--- config.mk ---
export PLATFORM = sky130hd
export DESIGN_NAME = jk_bank_ctrl
export DESIGN_NICKNAME = d
export VERILOG_FILES = /design/src/rtl/jk_pkg.sv /design/src/rtl/jk_bank_ctrl_rr_arbiter.sv /design/src/rtl/jk_bank_ctrl.sv
export SDC_FILE = /design/constraint.sdc
export NUM_CORES = 1
export LEC_CHECK = 0
export BUFFER_PORTS_ARGS = -buffer_cell sky130_fd_sc_hd__buf_4
export CAP_MARGIN = 20
export CORE_MARGIN = 1
export CORE_UTILIZATION = 25
export CTS_CLUSTER_SIZE = 40
export DETAILED_ROUTE_END_ITERATION = 8
export PLACE_DENSITY_LB_ADDON = 0.25
export SYNTH_ARGS = -nofsm -noshare
export SYNTH_HDL_FRONTEND = slang
export SYNTH_HIERARCHICAL = 1
export SYNTH_SLANG_ARGS = --single-unit
--- constraint.sdc ---
create_clock -name clk -period 4.05 [get_ports clk]
set_input_delay 0.2025 -clock clk [delete_from_list [all_inputs] [get_ports clk]]
set_output_delay 0.2025 -clock clk [all_outputs]
set_load 0.02 [all_outputs]
--- src/rtl/jk_pkg.sv ---
// Shared types and helpers for the JK flip-flop bank controller.
package jk_pkg;

    typedef enum logic [1:0] {
        IDLE  = 2'd0,
        APPLY = 2'd1,
        DWELL = 2'd2
    } state_e;

    localparam logic [1:0] JK_HOLD = 2'b00;
    localparam logic [1:0] JK_CLR  = 2'b01;
    localparam logic [1:0] JK_SET  = 2'b10;
    localparam logic [1:0] JK_TOG  = 2'b11;

    function automatic logic jk_next(input logic q, input logic j, input logic k);
        logic nxt;
        case ({j, k})
            JK_HOLD: nxt = q;
            JK_CLR:  nxt = 1'b0;
            JK_SET:  nxt = 1'b1;
            default: nxt = ~q;
        endcase
        return nxt;
    endfunction

endpackage

--- src/rtl/jk_bank_ctrl_rr_arbiter.sv ---
// Combinational round-robin arbiter: first set request at or after ptr_i, wrapping.
module rr_arbiter #(
    parameter int unsigned NREQ = 2,
    localparam int unsigned IW  = (NREQ > 1) ? $clog2(NREQ) : 1
) (
    input  logic [NREQ-1:0] req_i,
    input  logic [IW-1:0]   ptr_i,
    output logic [NREQ-1:0] gnt_o,
    output logic [IW-1:0]   idx_o
);

    logic [IW-1:0] cand;
    logic          found;

    always_comb begin
        gnt_o = '0;
        idx_o = '0;
        found = 1'b0;
        cand  = '0;
        for (int unsigned i = 0; i < NREQ; i++) begin
            cand = IW'((32'(ptr_i) + i) % NREQ);
            if (!found && req_i[cand]) begin
                found       = 1'b1;
                gnt_o[cand] = 1'b1;
                idx_o       = cand;
            end
        end
    end

endmodule

--- src/rtl/jk_bank_ctrl.sv ---
// Arbitrated JK update sequencer for a shared flip-flop bank with post-update dwell lock.
module jk_bank_ctrl
    import jk_pkg::*;
#(
    parameter int unsigned WIDTH = 8,
    parameter int unsigned NREQ  = 2,
    parameter int unsigned DW    = 4,
    localparam int unsigned IW   = (NREQ > 1) ? $clog2(NREQ) : 1
) (
    input  logic                 clk,
    input  logic                 clr_n,
    input  logic [NREQ-1:0]      req_valid,
    output logic [NREQ-1:0]      req_ready,
    input  logic [NREQ*WIDTH-1:0] req_j,
    input  logic [NREQ*WIDTH-1:0] req_k,
    input  logic [NREQ*DW-1:0]   req_dwell,
    input  logic                 sync_clr,
    input  logic                 sync_preset,
    output logic [WIDTH-1:0]     q,
    output logic [WIDTH-1:0]     qbar,
    output logic                 busy,
    output logic                 done,
    output logic [IW-1:0]        done_id
);

    state_e           state_q, state_d;
    logic [IW-1:0]    rr_ptr_q, rr_ptr_d;
    logic [WIDTH-1:0] j_q, j_d, k_q, k_d;
    logic [DW-1:0]    dwell_q, dwell_d, cnt_q, cnt_d;
    logic [IW-1:0]    id_q, id_d;
    logic [WIDTH-1:0] bank_q, bank_d;
    logic             busy_q, busy_d;
    logic             done_q, done_d;
    logic [IW-1:0]    done_id_q, done_id_d;

    logic [NREQ-1:0]  gnt;
    logic [IW-1:0]    gnt_idx;

    rr_arbiter #(.NREQ(NREQ)) u_arb (
        .req_i (req_valid),
        .ptr_i (rr_ptr_q),
        .gnt_o (gnt),
        .idx_o (gnt_idx)
    );

    always_comb begin
        state_d   = state_q;
        rr_ptr_d  = rr_ptr_q;
        j_d       = j_q;
        k_d       = k_q;
        dwell_d   = dwell_q;
        cnt_d     = cnt_q;
        id_d      = id_q;
        bank_d    = bank_q;
        busy_d    = busy_q;
        done_d    = 1'b0;
        done_id_d = done_id_q;

        case (state_q)
            IDLE: begin
                if (|gnt) begin
                    j_d      = req_j[32'(gnt_idx) * WIDTH +: WIDTH];
                    k_d      = req_k[32'(gnt_idx) * WIDTH +: WIDTH];
                    dwell_d  = req_dwell[32'(gnt_idx) * DW +: DW];
                    id_d     = gnt_idx;
                    rr_ptr_d = IW'((32'(gnt_idx) + 1) % NREQ);
                    state_d  = APPLY;
                    busy_d   = 1'b1;
                end
            end
            APPLY: begin
                for (int unsigned b = 0; b < WIDTH; b++) begin
                    bank_d[b] = jk_next(bank_q[b], j_q[b], k_q[b]);
                end
                if (dwell_q != '0) begin
                    state_d = DWELL;
                    cnt_d   = dwell_q;
                end else begin
                    state_d   = IDLE;
                    busy_d    = 1'b0;
                    done_d    = 1'b1;
                    done_id_d = id_q;
                end
            end
            DWELL: begin
                cnt_d = cnt_q - DW'(1);
                if (cnt_q == DW'(1)) begin
                    state_d   = IDLE;
                    busy_d    = 1'b0;
                    done_d    = 1'b1;
                    done_id_d = id_q;
                end
            end
            default: begin
                state_d = IDLE;
                busy_d  = 1'b0;
            end
        endcase

        // Bank-wide overrides win over any JK update but leave sequencing untouched.
        if (sync_clr) begin
            bank_d = '0;
        end else if (sync_preset) begin
            bank_d = '1;
        end
    end

    always_ff @(posedge clk or negedge clr_n) begin
        if (!clr_n) begin
            state_q   <= IDLE;
            rr_ptr_q  <= '0;
            j_q       <= '0;
            k_q       <= '0;
            dwell_q   <= '0;
            cnt_q     <= '0;
            id_q      <= '0;
            bank_q    <= '0;
            busy_q    <= 1'b0;
            done_q    <= 1'b0;
            done_id_q <= '0;
        end else begin
            state_q   <= state_d;
            rr_ptr_q  <= rr_ptr_d;
            j_q       <= j_d;
            k_q       <= k_d;
            dwell_q   <= dwell_d;
            cnt_q     <= cnt_d;
            id_q      <= id_d;
            bank_q    <= bank_d;
            busy_q    <= busy_d;
            done_q    <= done_d;
            done_id_q <= done_id_d;
        end
    end

    assign req_ready = (clr_n && state_q == IDLE) ? gnt : '0;
    assign q         = bank_q;
    assign qbar      = ~bank_q;
    assign busy      = busy_q;
    assign done      = done_q;
    assign done_id   = done_id_q;

endmodule

Word-level counts from Yosys, hierarchy flattened
Index checks and enable logic that the tools add are counted.
W data, S select, Z words.
{"block": "totals", "reg_bits": 39, "input_bits": 46, "out_inout_bits": 21}
{"block": "op_classes", "addsub": 3, "magnitude_cmp": 4, "n_eq_ne": 31, "n_shift": 3, "muxes": 41, "n_bitwise": 10, "n_reduce_logical": 31}
{"operator": "$shiftx A16 B5 Y8", "count": 2}
{"operator": "$pmux W1 S3", "count": 9}
{"operator": "$mux W8", "count": 3}
{"operator": "$ne A3 B3 Y1 const B", "count": 8}
{"operator": "$reduce_and A2 Y1", "count": 11}
{"operator": "$eq A2 B1 Y1 const B", "count": 9}
{"operator": "$eq A2 B2 Y1 const B", "count": 9}
{"operator": "$logic_not A2 Y1", "count": 9}
{"operator": "$mux W1", "count": 16}
{"operator": "$mux W2", "count": 6}
{"operator": "$ne A2 B2 Y1 const B", "count": 4}
{"operator": "$not A1 Y1", "count": 8}
{"operator": "$not A8 Y8", "count": 1}
{"operator": "$pmux W4 S2", "count": 1}
{"operator": "$shiftx A8 B4 Y4", "count": 1}
{"operator": "$pmux W2 S3", "count": 1}
{"operator": "$reduce_and A3 Y1", "count": 2}
{"operator": "$eq A4 B1 Y1 const B", "count": 1}
{"operator": "$logic_and A1 B1 Y1", "count": 4}
{"operator": "$lt A1 B2 Y1 const B", "count": 2}
{"operator": "$mux W4", "count": 1}
{"operator": "$pmux W1 S2", "count": 2}
{"operator": "$reduce_bool A4 Y1", "count": 1}
{"operator": "$sub A4 B1 Y4 const B", "count": 1}
{"operator": "8 further kinds", "count": 11}

Depth between registers and ports, before layout
{"block": "logic_depth", "ltp_word": 10, "mapped_depth": 6, "depth_no_buf": 5}

By module
The synthesis kept the hierarchy.
{"module": "jk_bank_ctrl", "n_inst": 1, "cells_each": 247, "area_each_um2": 2354.8}
{"module": "rr_arbiter", "n_inst": 1, "cells_each": 4, "area_each_um2": 30.0}

Worst setup path before layout
No wires, ideal clock.
{"block": "synth_timing", "path_type": "register -> register", "start": "register cnt_q[1]", "end": "register done_id_q, in the netlist done_id", "arrival_ps": 1584, "path_slack_ps": 2339, "path_stages_with_launch": 7, "n_path_buf": 1, "synth_period_minus_slack_ps": 1711, "path_cell_list": "dfrtp_1 inv_1 ha_1 or3b_1 buf_6 a211oi_2 mux2_1"}
{"block": "synth_via", "elab_chain_len": 3}
{"item": "start, declared", "line": "jk_bank_ctrl.sv:29", "rtl": "logic [DW-1:0] dwell_q, dwell_d, cnt_q, cnt_d;"}
{"item": "start signal, assigned", "line": "jk_bank_ctrl.sv:127", "rtl": "cnt_q <= cnt_d;"}
{"item": "$eq A4 B1 Y1", "line": "jk_bank_ctrl.sv:87", "rtl": "if (cnt_q == DW'(1)) begin"}
{"item": "$ne A2 B2 Y1 (no source line)"}
{"item": "$reduce_and A3 Y1 (no source line)"}
{"item": "end signal, assigned", "line": "jk_bank_ctrl.sv:132", "rtl": "done_id_q <= done_id_d;"}
{"item": "end, declared", "line": "jk_bank_ctrl.sv:34", "rtl": "logic [IW-1:0] done_id_q, done_id_d;"}
No other way between the ends.
A chain may end at the register's enable or synchronous reset.

Worst setup path after layout
{"block": "layout_timing", "start": "input port clr_n", "end": "output port req_ready[0]"}
{"block": "layout_via", "elab_chain_len": 2}
{"item": "start, declared", "line": "jk_bank_ctrl.sv:11", "rtl": "input logic clr_n,"}
{"item": "$logic_and A1 B1 Y1", "line": "jk_bank_ctrl.sv:136", "rtl": "assign req_ready = (clr_n && state_q == IDLE) ? gnt : '0;"}
{"item": "$mux W2", "line": "jk_bank_ctrl.sv:136"}
{"item": "end, declared", "line": "jk_bank_ctrl.sv:13", "rtl": "output logic [NREQ-1:0] req_ready,"}
No other way between the ends.

==> results_dict.tcl <==
set metrics [dict create \
    status "complete, no violations" \
    hold_class "input pin to flip-flop" \
    routed_wl_um 5150 \
    clkSinkCount 39 \
    worst_pin_slew_ns 0.949 \
    vias_per_cell 4.26 \
    syn_inst 251 \
    dp_hpwl_um 3860 \
    p_per_area_nw_per_um2 636 \
    syn_to_final_growth_pct 31.0 \
    cts_root_buf "clkbuf_8" \
    cap_violations 0 \
    crit_path_end_kind "primary output" \
    drc_errors 0 \
    max-vdd-ir-drop_mv 0.185 \
    worst-setup-path-type "input pin to primary output" \
    place_ws_ns 2.20 \
    grt_max_degree 44 \
    finalSetupViolations 0 \
    first_global_vias 1841 \
    critPathLaunch "clr_n" \
    cp_cell_sequence "dlygate4sd3_1 > buf_4 > and3_1 > buf_4" \
    cts_tree "built" \
    synth_area_per_cell_um2 9.50 \
    ys_types 42 \
    antenna_left 0 \
    fin_crit_sh_pct 44.3 \
    syn_area_um2 2380 \
    start_util_pct 25.8 \
    grtUsageTotal_pct 11.0 \
    ios 67 \
    route.met3.wl_um 211 \
    avgRoutedWirePerCell_um 11.6 \
    path_clk_slew_ns 0.08 \
    fin_ws_ns 2.26 \
    critPathCapture "req_ready[0]" \
    clock_latency_ns 0.29 \
    rows 35 \
    synth.top_cell.area_share_pct 40.9 \
    highest_layer "met4" \
    rsz0062_at_grt "no" \
    grt_first_pass_wirelength_um 8710 \
    critPathBufInv 3 \
    clockBufferDepth 2 \
    hold_viol 0 \
    ys_seq_area_share_pct 40.9 \
    slew_headroom_pct 36.6 \
    slew_viol_final 0 \
    synth_top_family_by_area "compound AO/OA/AOI/OAI gates" \
    synthesis.nets 318 \
    numPortBuffers 66 \
    antenna_found_initial 0 \
    grt.overflow.total 0 \
    gp_congestion 0.769 \
    finalCriticalPeriod_ns 1.79 \
    ff2ff_setup_slack_ns 2.27 \
    dpl_cell_area_um2 3010 \
    crit_top_cell "buf_4" \
    die_y_um 99.7 \
    core_area_um2 9240 \
    worstReg2RegEnd "state_q[1]" \
    power_leakage_nw 1.52 \
    setup_tns_ns 0 \
    dr.pass1.iters 4 \
    crit_family "buffers and inverters" \
    worstPathMaxFanout 41 \
    cp-start-kind "input pin" \
    cp_data_required_time_ns 3.85 \
    async_flop_share_pct 100 \
    dp.cells 436 \
    cp.arrival_ns 1.59 \
    first_iter_violations 94 \
    worstSetupPathDepth 4 \
    rr_worst_depth 5 \
    final_area_um2 3120 \
    wl_met1_um 2570 \
    yosysWarningCount 6 \
    synthFlopType "dfrtp_1" \
    hold_path_depth 2 \
    antenna_cells 0 \
    cts_resized 0 \
    cp_slowest_cell "dlygate4sd3_1" \
    slowest_delay_ns 0.52 \
    yosys.area_share.simple_pct 10.9 \
    synthAdderAreaFrac_pct 11.0 \
    post_cts_buffers 0 \
    synth_mux_area_share_pct 11.1 \
    synth-compound-area-share_pct 18.5 \
    synth-xor-area-share_pct 0 \
    fin_cells 445 \
    ys_ff_latch 39 \
    max_freq_ghz 0.557 \
    mostFrequentLayoutCells "buf_4 (67), dfrtp_1 (39), inv_1 (35), o21ai_0 (30), nand2_1 (28)" \
    nNetsFinal 382 \
    synth_top_cell_by_area "dfrtp_1" \
    synth_edf_count 0 \
    layout_commonest_cell "buf_4" \
    die_x_um 99.7 \
    power.total_mw 1.99 \
    cts_hold_buffers 1 \
    vias 1895 \
    cts_buffers 5 \
    skew_ns 0.00618 \
    dieArea_um2 9930 \
    regToRegStartpoint "cnt_q[1]" \
    synth.top_cells.by_area "dfrtp_1 (41%), ha_1 (11%), mux2i_1 (9.7%), o21ai_0 (6.3%), inv_1 (5.5%)" \
    wl_met2_um 2310 \
    htree_levels 2 \
    drive_above_1_share_pct 28.8 \
]
[power by group]
part | switching [mW] | leakage [nW] | internal, mW | total, mW
clock network | 0.135 | 0.0515 | 0.156 | 0.290
registers | 0.142 | 0.484 | 0.557 | 0.699
logic | 0.540 | 0.981 | 0.456 | 0.997
[cell type report]
cell class	instances	area [µm²]
timing repair buffer	68	513
clock buffer	8	100
fill	929	6120
sequential	39	976
inverter	35	131
multi-input combinational	166	1240
tap	129	161
[sequential cells by signal, indices dropped and copies added, names as in the netlist]
name / count
j_q: 8
k_q: 8
q: 8
cnt_q: 4
dwell_q: 4
state_q: 2
busy: 1
done: 1
done_id: 1
id_q: 1
rr_ptr_q: 1
[Yosys cell counts (2+ instances only)]
cell type  number
buf_2           2
dfrtp_1        39
clkbuf_1        7
mux2_2          2
nand2b_1        2
nor2_1          2
o21ai_0        30
nor2b_1         4
mux2i_1        23
and3_1          2
a31oi_1         8
inv_1          35
ha_1           21
o22a_2          2
or2_2           6
a21boi_1        2
a211o_1         8
nand2_1        28
a21oi_1         5
[logic make-up after synthesis]
group / Yosys count
AO/OA/AOI/OAI: 67
AND/OR/NAND/NOR: 52
flip-flops: 39
multiplexers: 26
buffers and inverters: 46
adder cells (fa/ha/maj): 21
[metal layers]
| metal | vias up | GRT usage (%) |
|---|---|---|
| met5 | - | 0 |
| met4 | 0 | 3.73 |
| met3 | 4 | 2.32 |
| met2 | 46 | 17.4 |
| met1 | 858 | 14.9 |
| li1 | 987 | - |
[stage by stage]
step | hold WS, ns | utilization [%]
floorplan | -0.0931 | -
global placement | 0.228 | 32.6
detailed placement | 0.226 | 32.6
CTS | 0.136 | 33.8
global route | 0.139 | 33.8
finish | 0.143 | 33.8
[worst min-delay path by stage]
stage | startpoint | end | slack (ns)
6_report | sync_clr | q[5] | 0.14
5_1_grt | sync_clr | q[1] | 0.14
4_1_cts | sync_clr | q[0] | 0.14
3_5_place_dp | clr_n | q[2] | 0.23
3_3_place_gp | clr_n | q[2] | 0.23
2_1_floorplan | clr_n | busy | -0.09
No activity file was read; power rests on OpenSTA's default activity.
